--- src/rtl/iter_unit_sched_pkg.sv ---
// Shared types and default sizing for the iterative execution unit sequencer and its datapath.
package iter_unit_sched_pkg;

  localparam int ITER_CNT_DEF  = 40;  // 32 quotient/product bits + 8 extra iterations
  localparam int CNT_WIDTH_DEF = 6;

  typedef enum logic [1:0] {
    IDLE = 2'd0,
    BUSY = 2'd1,
    DONE = 2'd2
  } state_t;

endpackage

--- src/rtl/iter_unit_sched_if.sv ---
// Request and result handshakes between the two requesters and the unit sequencer.
interface iter_unit_sched_if #(
  parameter int TAG_WIDTH = 8
);
  logic [1:0]             req_valid;
  logic [1:0]             req_ready;
  logic [2*TAG_WIDTH-1:0] req_tag;
  logic                   resp_valid;
  logic                   resp_ready;
  logic                   resp_id;
  logic [TAG_WIDTH-1:0]   resp_tag;

  modport master (
    output req_valid, req_tag, resp_ready,
    input  req_ready, resp_valid, resp_id, resp_tag
  );

  modport slave (
    input  req_valid, req_tag, resp_ready,
    output req_ready, resp_valid, resp_id, resp_tag
  );
endinterface

--- src/rtl/iter_unit_sched_step_counter.sv ---
// Wrap counter for iteration indices; clear beats enable, wraps to 0 after LAST.
module iter_unit_sched_step_counter #(
  parameter int WIDTH = 6,
  parameter int LAST  = 39
) (
  input  logic             clk,
  input  logic             reset,
  input  logic             clr,
  input  logic             en,
  output logic [WIDTH-1:0] count,
  output logic             at_end
);

  localparam logic [WIDTH-1:0] LAST_V = WIDTH'(LAST);

  assign at_end = (count == LAST_V);

  // NOTE: sequential state uses non-blocking assignments so every flop samples pre-edge values.
  always_ff @(posedge clk or negedge reset) begin
    if (!reset) begin
      count <= '0;
    end else if (clr) begin
      count <= '0;
    end else if (en) begin
      count <= at_end ? '0 : count + 1'b1;
    end
  end

endmodule

--- src/rtl/iter_unit_sched.sv ---
// Round-robin arbiter and step sequencer for the shared multi-cycle divider/multiplier.
module iter_unit_sched
  import iter_unit_sched_pkg::*;
#(
  parameter int ITER_CNT  = ITER_CNT_DEF,
  parameter int CNT_WIDTH = CNT_WIDTH_DEF,
  parameter int TAG_WIDTH = 8
) (
  input  logic                 clk,
  input  logic                 reset,
  input  logic                 flush,
  iter_unit_sched_if.slave     bus,
  input  logic                 dp_early_done,
  output logic                 dp_start,
  output logic                 dp_sel,
  output logic                 dp_step,
  output logic [CNT_WIDTH-1:0] dp_step_idx,
  output logic                 dp_last,
  output logic                 busy
);

  state_t                 state_q, state_d;
  logic                   ptr_q;
  logic                   id_q;
  logic [TAG_WIDTH-1:0]   tag_q;
  logic [1:0]             grant;
  logic                   accept;
  logic                   win_id;
  logic [TAG_WIDTH-1:0]   win_tag;
  logic                   cnt_end;
  logic                   in_idle;

  assign in_idle = (state_q == IDLE);

  // Pointer only breaks ties; a lone requester always wins.
  always_comb begin
    grant = 2'b00;
    unique case (bus.req_valid)
      2'b01:   grant = 2'b01;
      2'b10:   grant = 2'b10;
      2'b11:   grant = ptr_q ? 2'b10 : 2'b01;
      default: grant = 2'b00;
    endcase
  end

  assign bus.req_ready = {2{in_idle & ~flush}} & grant;
  assign accept        = |(bus.req_valid & bus.req_ready);
  assign win_id        = grant[1];
  assign win_tag       = win_id ? bus.req_tag[2*TAG_WIDTH-1:TAG_WIDTH] : bus.req_tag[TAG_WIDTH-1:0];

  iter_unit_sched_step_counter #(
    .WIDTH (CNT_WIDTH),
    .LAST  (ITER_CNT - 1)
  ) u_step_counter (
    .clk    (clk),
    .reset  (reset),
    .clr    (flush),
    .en     (state_q == BUSY),
    .count  (dp_step_idx),
    .at_end (cnt_end)
  );

  assign dp_start       = accept;
  assign dp_sel         = accept ? win_id : id_q;
  assign dp_step        = (state_q == BUSY);
  assign dp_last        = dp_step & cnt_end;
  assign bus.resp_valid = (state_q == DONE) & ~flush;
  assign bus.resp_id    = id_q;
  assign bus.resp_tag   = tag_q;
  assign busy           = ~in_idle;

  // NOTE: the next-state default is assigned first so no path through the case can infer a latch.
  always_comb begin
    state_d = state_q;
    unique case (state_q)
      IDLE:    if (accept) state_d = dp_early_done ? DONE : BUSY;
      BUSY:    if (dp_last) state_d = DONE;
      DONE:    if (bus.resp_valid && bus.resp_ready) state_d = IDLE;
      default: state_d = IDLE;
    endcase
    if (flush) state_d = IDLE;
  end

  always_ff @(posedge clk or negedge reset) begin
    if (!reset) begin
      state_q <= IDLE;
      ptr_q   <= 1'b0;
      id_q    <= 1'b0;
      tag_q   <= '0;
    end else begin
      state_q <= state_d;
      // Flush cannot coincide with accept, so the pointer survives a flush untouched.
      if (accept) begin
        ptr_q <= ~win_id;
        id_q  <= win_id;
        tag_q <= win_tag;
      end
    end
  end

endmodule

--- src/flat_wrapper.sv ---
// flat-port wrapper written by rule: the top's interface ports become plain ports
module iter_unit_sched_flat import iter_unit_sched_pkg::*;
#(
  parameter int ITER_CNT  = ITER_CNT_DEF,
  parameter int CNT_WIDTH = CNT_WIDTH_DEF,
  parameter int TAG_WIDTH = 8
)
  (clk, reset, flush, dp_early_done, dp_start, dp_sel, dp_step, dp_step_idx, dp_last, busy, bus_req_valid, bus_req_tag, bus_resp_ready, bus_req_ready, bus_resp_valid, bus_resp_id, bus_resp_tag);
  iter_unit_sched_if #(.TAG_WIDTH(TAG_WIDTH)) bus_i ();
  input  logic clk;
  input  logic reset;
  input  logic flush;
  input  logic dp_early_done;
  output logic dp_start;
  output logic dp_sel;
  output logic dp_step;
  output logic [CNT_WIDTH-1:0] dp_step_idx;
  output logic dp_last;
  output logic busy;
  input wire logic [$bits(bus_i.req_valid)-1:0] bus_req_valid;
  input wire logic [$bits(bus_i.req_tag)-1:0] bus_req_tag;
  input wire logic [$bits(bus_i.resp_ready)-1:0] bus_resp_ready;
  output wire logic [$bits(bus_i.req_ready)-1:0] bus_req_ready;
  output wire logic [$bits(bus_i.resp_valid)-1:0] bus_resp_valid;
  output wire logic [$bits(bus_i.resp_id)-1:0] bus_resp_id;
  output wire logic [$bits(bus_i.resp_tag)-1:0] bus_resp_tag;
  assign bus_i.req_valid = bus_req_valid;
  assign bus_i.req_tag = bus_req_tag;
  assign bus_i.resp_ready = bus_resp_ready;
  assign bus_req_ready = bus_i.req_ready;
  assign bus_resp_valid = bus_i.resp_valid;
  assign bus_resp_id = bus_i.resp_id;
  assign bus_resp_tag = bus_i.resp_tag;
  iter_unit_sched #(.ITER_CNT(ITER_CNT), .CNT_WIDTH(CNT_WIDTH), .TAG_WIDTH(TAG_WIDTH)) u_core (.clk(clk), .reset(reset), .flush(flush), .bus(bus_i), .dp_early_done(dp_early_done), .dp_start(dp_start), .dp_sel(dp_sel), .dp_step(dp_step), .dp_step_idx(dp_step_idx), .dp_last(dp_last), .busy(busy));
endmodule
--- config.mk ---
export PLATFORM = sky130hd
export DESIGN_NAME = iter_unit_sched_flat
export DESIGN_NICKNAME = d
export VERILOG_FILES = /design/src/rtl/iter_unit_sched_pkg.sv /design/src/rtl/iter_unit_sched_if.sv /design/src/rtl/iter_unit_sched_step_counter.sv /design/src/rtl/iter_unit_sched.sv /design/src/flat_wrapper.sv
export SDC_FILE = /design/constraint.sdc
export NUM_CORES = 1
export LEC_CHECK = 0
export ABC_AREA = 0
export ABC_CLOCK_PERIOD_IN_PS = 2100
export CORE_MARGIN = 10
export CORE_UTILIZATION = 41
export CTS_CLUSTER_DIAMETER = 80
export DETAILED_ROUTE_END_ITERATION = 16
export PLACE_DENSITY = 0.9
export SYNTH_ARGS = -nofsm -noshare
export SYNTH_HDL_FRONTEND = slang
export SYNTH_SLANG_ARGS = --single-unit
--- constraint.sdc ---
create_clock -name clk -period 2.1 [get_ports clk]
set_input_delay 0.315 -clock clk [delete_from_list [all_inputs] [get_ports clk]]
set_output_delay 0.315 -clock clk [all_outputs]
set_load 0.02 [all_outputs]
==> flow_metrics.py <==
metrics = {
    "floorplanning": {
        "dieArea_um2": 4450,
        "initial_utilization_pct": 44.3,
        "die_h_um": 66.7,
        "core_area_um2": 2020,
        "ios": 46,
        "rows": 16,
        "die_w_um": 66.7,
    },
    "worst_setup_path": {
        "rrSetupSlack_ps": 700,
        "reg2reg_depth": 6,
        "cp_num_buf_inv": 2,
        "critPathArrivalTime_ps": 1700,
        "crit_fanout": 4,
        "end_kind": "primary output",
        "r2r-start": "u_core.state_q[1]",
        "worstPathRequired_ps": 1780,
        "critPathTopFamily": "buffers and inverters",
        "r2r_end": "u_core.bus.resp_tag[3]",
        "crit_chain": "buf_4 > or2_2 > clkdlybuf4s50_1",
        "slowest_delay_ps": 540,
        "critPathKind": "flip-flop to primary output",
        "critPathLaunchType": "flip-flop",
        "crit_slowest_cell": "clkdlybuf4s50_1",
    },
    "cells_and_area": {
        "drive_above_1_share_pct": 18.4,
        "layout_common_cells": "clkdlybuf4s50_1, nor2_1, dfrtp_1, buf_4",
        "area_growth_pct": 62.3,
        "final_nets": 173,
        "antenna_cells": 0,
        "fillCellCount": 148,
        "final_common_cell": "clkdlybuf4s50_1",
        "fin_area_um2": 1450,
        "utilization_pct": 71.9,
    },
    "synth": {
        "async_reset_ff_share_pct": 100,
        "yosysSeqAreaShare_pct": 50.3,
        "synthFlopType": "dfrtp_1",
        "synthCells": 90,
        "syn_avg_cell_area_um2": 9.95,
        "ys_ff_latch": 18,
        "synth_warnings": 0,
        "synth_cell_types": 30,
        "syn_area_um2": 896,
        "synth-edff-count": 0,
        "syn_nets": 114,
    },
    "power": {
        "power_density_nw_per_um2": 731,
        "leakage_nw": 0.648,
        "ir_worst_vdd_mv": 0.528,
    },
    "clock_tree": {
        "cts_buffers": 3,
        "cts.hold.buffers_added": 0,
        "clkLatencyLatePin_ps": 280,
        "cts_tree": "yes",
        "root_buffer": "clkbuf_4",
        "numClockSinks": 18,
        "clockBufferDepth": 2,
        "path_clk_slew_ps": 100,
        "htreeDepth": 1,
        "post_cts_buffers": 0,
    },
    "sta": {
        "rsz0062_at_grt": "false",
        "finalMaxSlewViolations": 0,
        "fmax_ghz": 0.497,
        "hold_viol": 0,
        "finalSetupViolCount": 0,
        "min_period_ps": 2010,
        "skew_ps": 5.59,
        "worst_pin_slew_ps": 255,
        "slew_headroom_pct": 82.9,
        "post-route-period-util_pct": 95.8,
    },
    "global_route": {
        "grt_overflow": 0,
        "antenna_found_initial": 0,
        "grt_pass1_vias": 963,
        "grt_max_degree": 19,
        "grt_first_pass_wirelength_mm": 4.29,
        "grtUsageTotal_pct": 12.0,
    },
    "hold_path": {
        "hold_class": "input pin to asynchronous set/reset pin",
    },
    "route": {
        "first_iter_violations": 24,
        "dr.pass1.iters": 4,
        "vias": 884,
        "drt_wl_total_mm": 2.53,
        "drt_drc_violations_left": 0,
        "vias_per_cell": 5.08,
        "drtAntennaViolNets": 0,
        "wl_per_cell_um": 14.5,
    },
    "place": {
        "placement.io_buffers": 45,
        "gp_congestion": 0.779,
        "dp_hpwl_mm": 2.15,
        "place_area_um2": 1440,
    },
    "status": {
        "status": "finished, final reports clean",
    },
    "run": {
        "drv_cap": 0,
    },
}
## worst max-delay path by stage
stage          slack (ps)                      startpoint      end  cells after the start
2_1_floorplan         450  u_core.u_step_counter.count[0]  dp_last                      4
3_3_place_gp          -80                           flush   dp_sel                      6
3_5_place_dp         -100                           flush   dp_sel                      6
4_1_cts                50  u_core.u_step_counter.count[0]  dp_last                      5
5_1_grt                 4               u_core.state_q[1]  dp_step                      3
6_report               90               u_core.state_q[0]     busy                      3
## cells by family (layout without fill, tap and decap cells)
family	count (synthesis)	count (layout)	share of synthesized area, %
AO/OA/AOI/OAI	19	19	15.5
adder cells (fa/ha/maj)	1	1	1.40
multiplexers	1	1	1.26
AND/OR/NAND/NOR	40	40	23.5
flip-flops	18	18	50.3
buffers and inverters	8	65	5.17
XOR/XNOR	3	3	2.93
## synthesized netlist by cell type, types with 2 or more instances
library cell	count	area (µm²)
inv_2	2	7.51
xor2_1	3	26.3
dfrtp_1	18	450
nand3_2	2	20.0
nor2_1	20	75.1
o22ai_1	8	50.1
buf_6	2	22.5
o21a_1	3	22.5
o31ai_1	2	15.0
inv_1	3	11.3
nand2_1	8	30.0
## layer usage
| metal | wire length [µm] | share of wire, % | track usage, % | vias up |
|---|---|---|---|---|
| met2 | 1060 | 42 | 17.8 | 45 |
| met4 | 16 | 0.63 | 4.71 | 0 |
| li1 | - | - | - | 425 |
| met1 | 1020 | 40 | 13.5 | 412 |
| met3 | 424 | 17 | 7.69 | 2 |
| met5 | 0 | 0 | 0 | - |
## registers in the layout (all words and copies together) (netlist names)
name	flops
u_core.bus.resp_tag	8
u_core.u_step_counter.count	6
u_core.state_q	2
u_core.bus.resp_id	1
u_core.ptr_q	1
## worst reg2reg max path, stage by stage, from the launching register on
cell	delay [ps]
dfrtp_1	450
nor3_4	220
buf_4	150
nand3_2	100
buf_4	170
o22ai_1	150
nor2_1	50
## per-stage QoR
step	TNS (ps)	setup slack, ps	hold WS [ps]	power [mW]	std cells
6_report	0	89.0	352	1.06	174
5_1_grt	0	3.72	365	1.14	174
4_1_cts	0	50.8	357	1.08	174
3_5_place_dp	-269	-96.8	497	0.923	171
3_3_place_gp	-210	-79.8	479	0.910	171
2_1_floorplan	0	449	19.4	0.670	90
## power by group
part	switching, mW	internal (mW)	total [mW]
clock	0.0965	0.0665	0.163
combinational	0.226	0.225	0.451
sequential	0.0385	0.410	0.449
## final cells by class
class                           count  area, µm²  share of cell area (%)
Timing Repair Buffer               57        529                    36.4
Sequential cell                    18        450                    31.0
Multi-Input combinational cell     64        399                    27.5
Tap cell                           27       33.8                    2.32
Clock buffer                        3       22.5                    1.55
Inverter                            5       18.8                    1.29
## what timing repair did
item | CTS | global route
resized for setup | 6 | 2
setup endpoints to repair | 6 | 1
gates cloned | 0 | 0
endpoints found under the hold margin | 0 | 0
(Power assumes the default switching activity.)
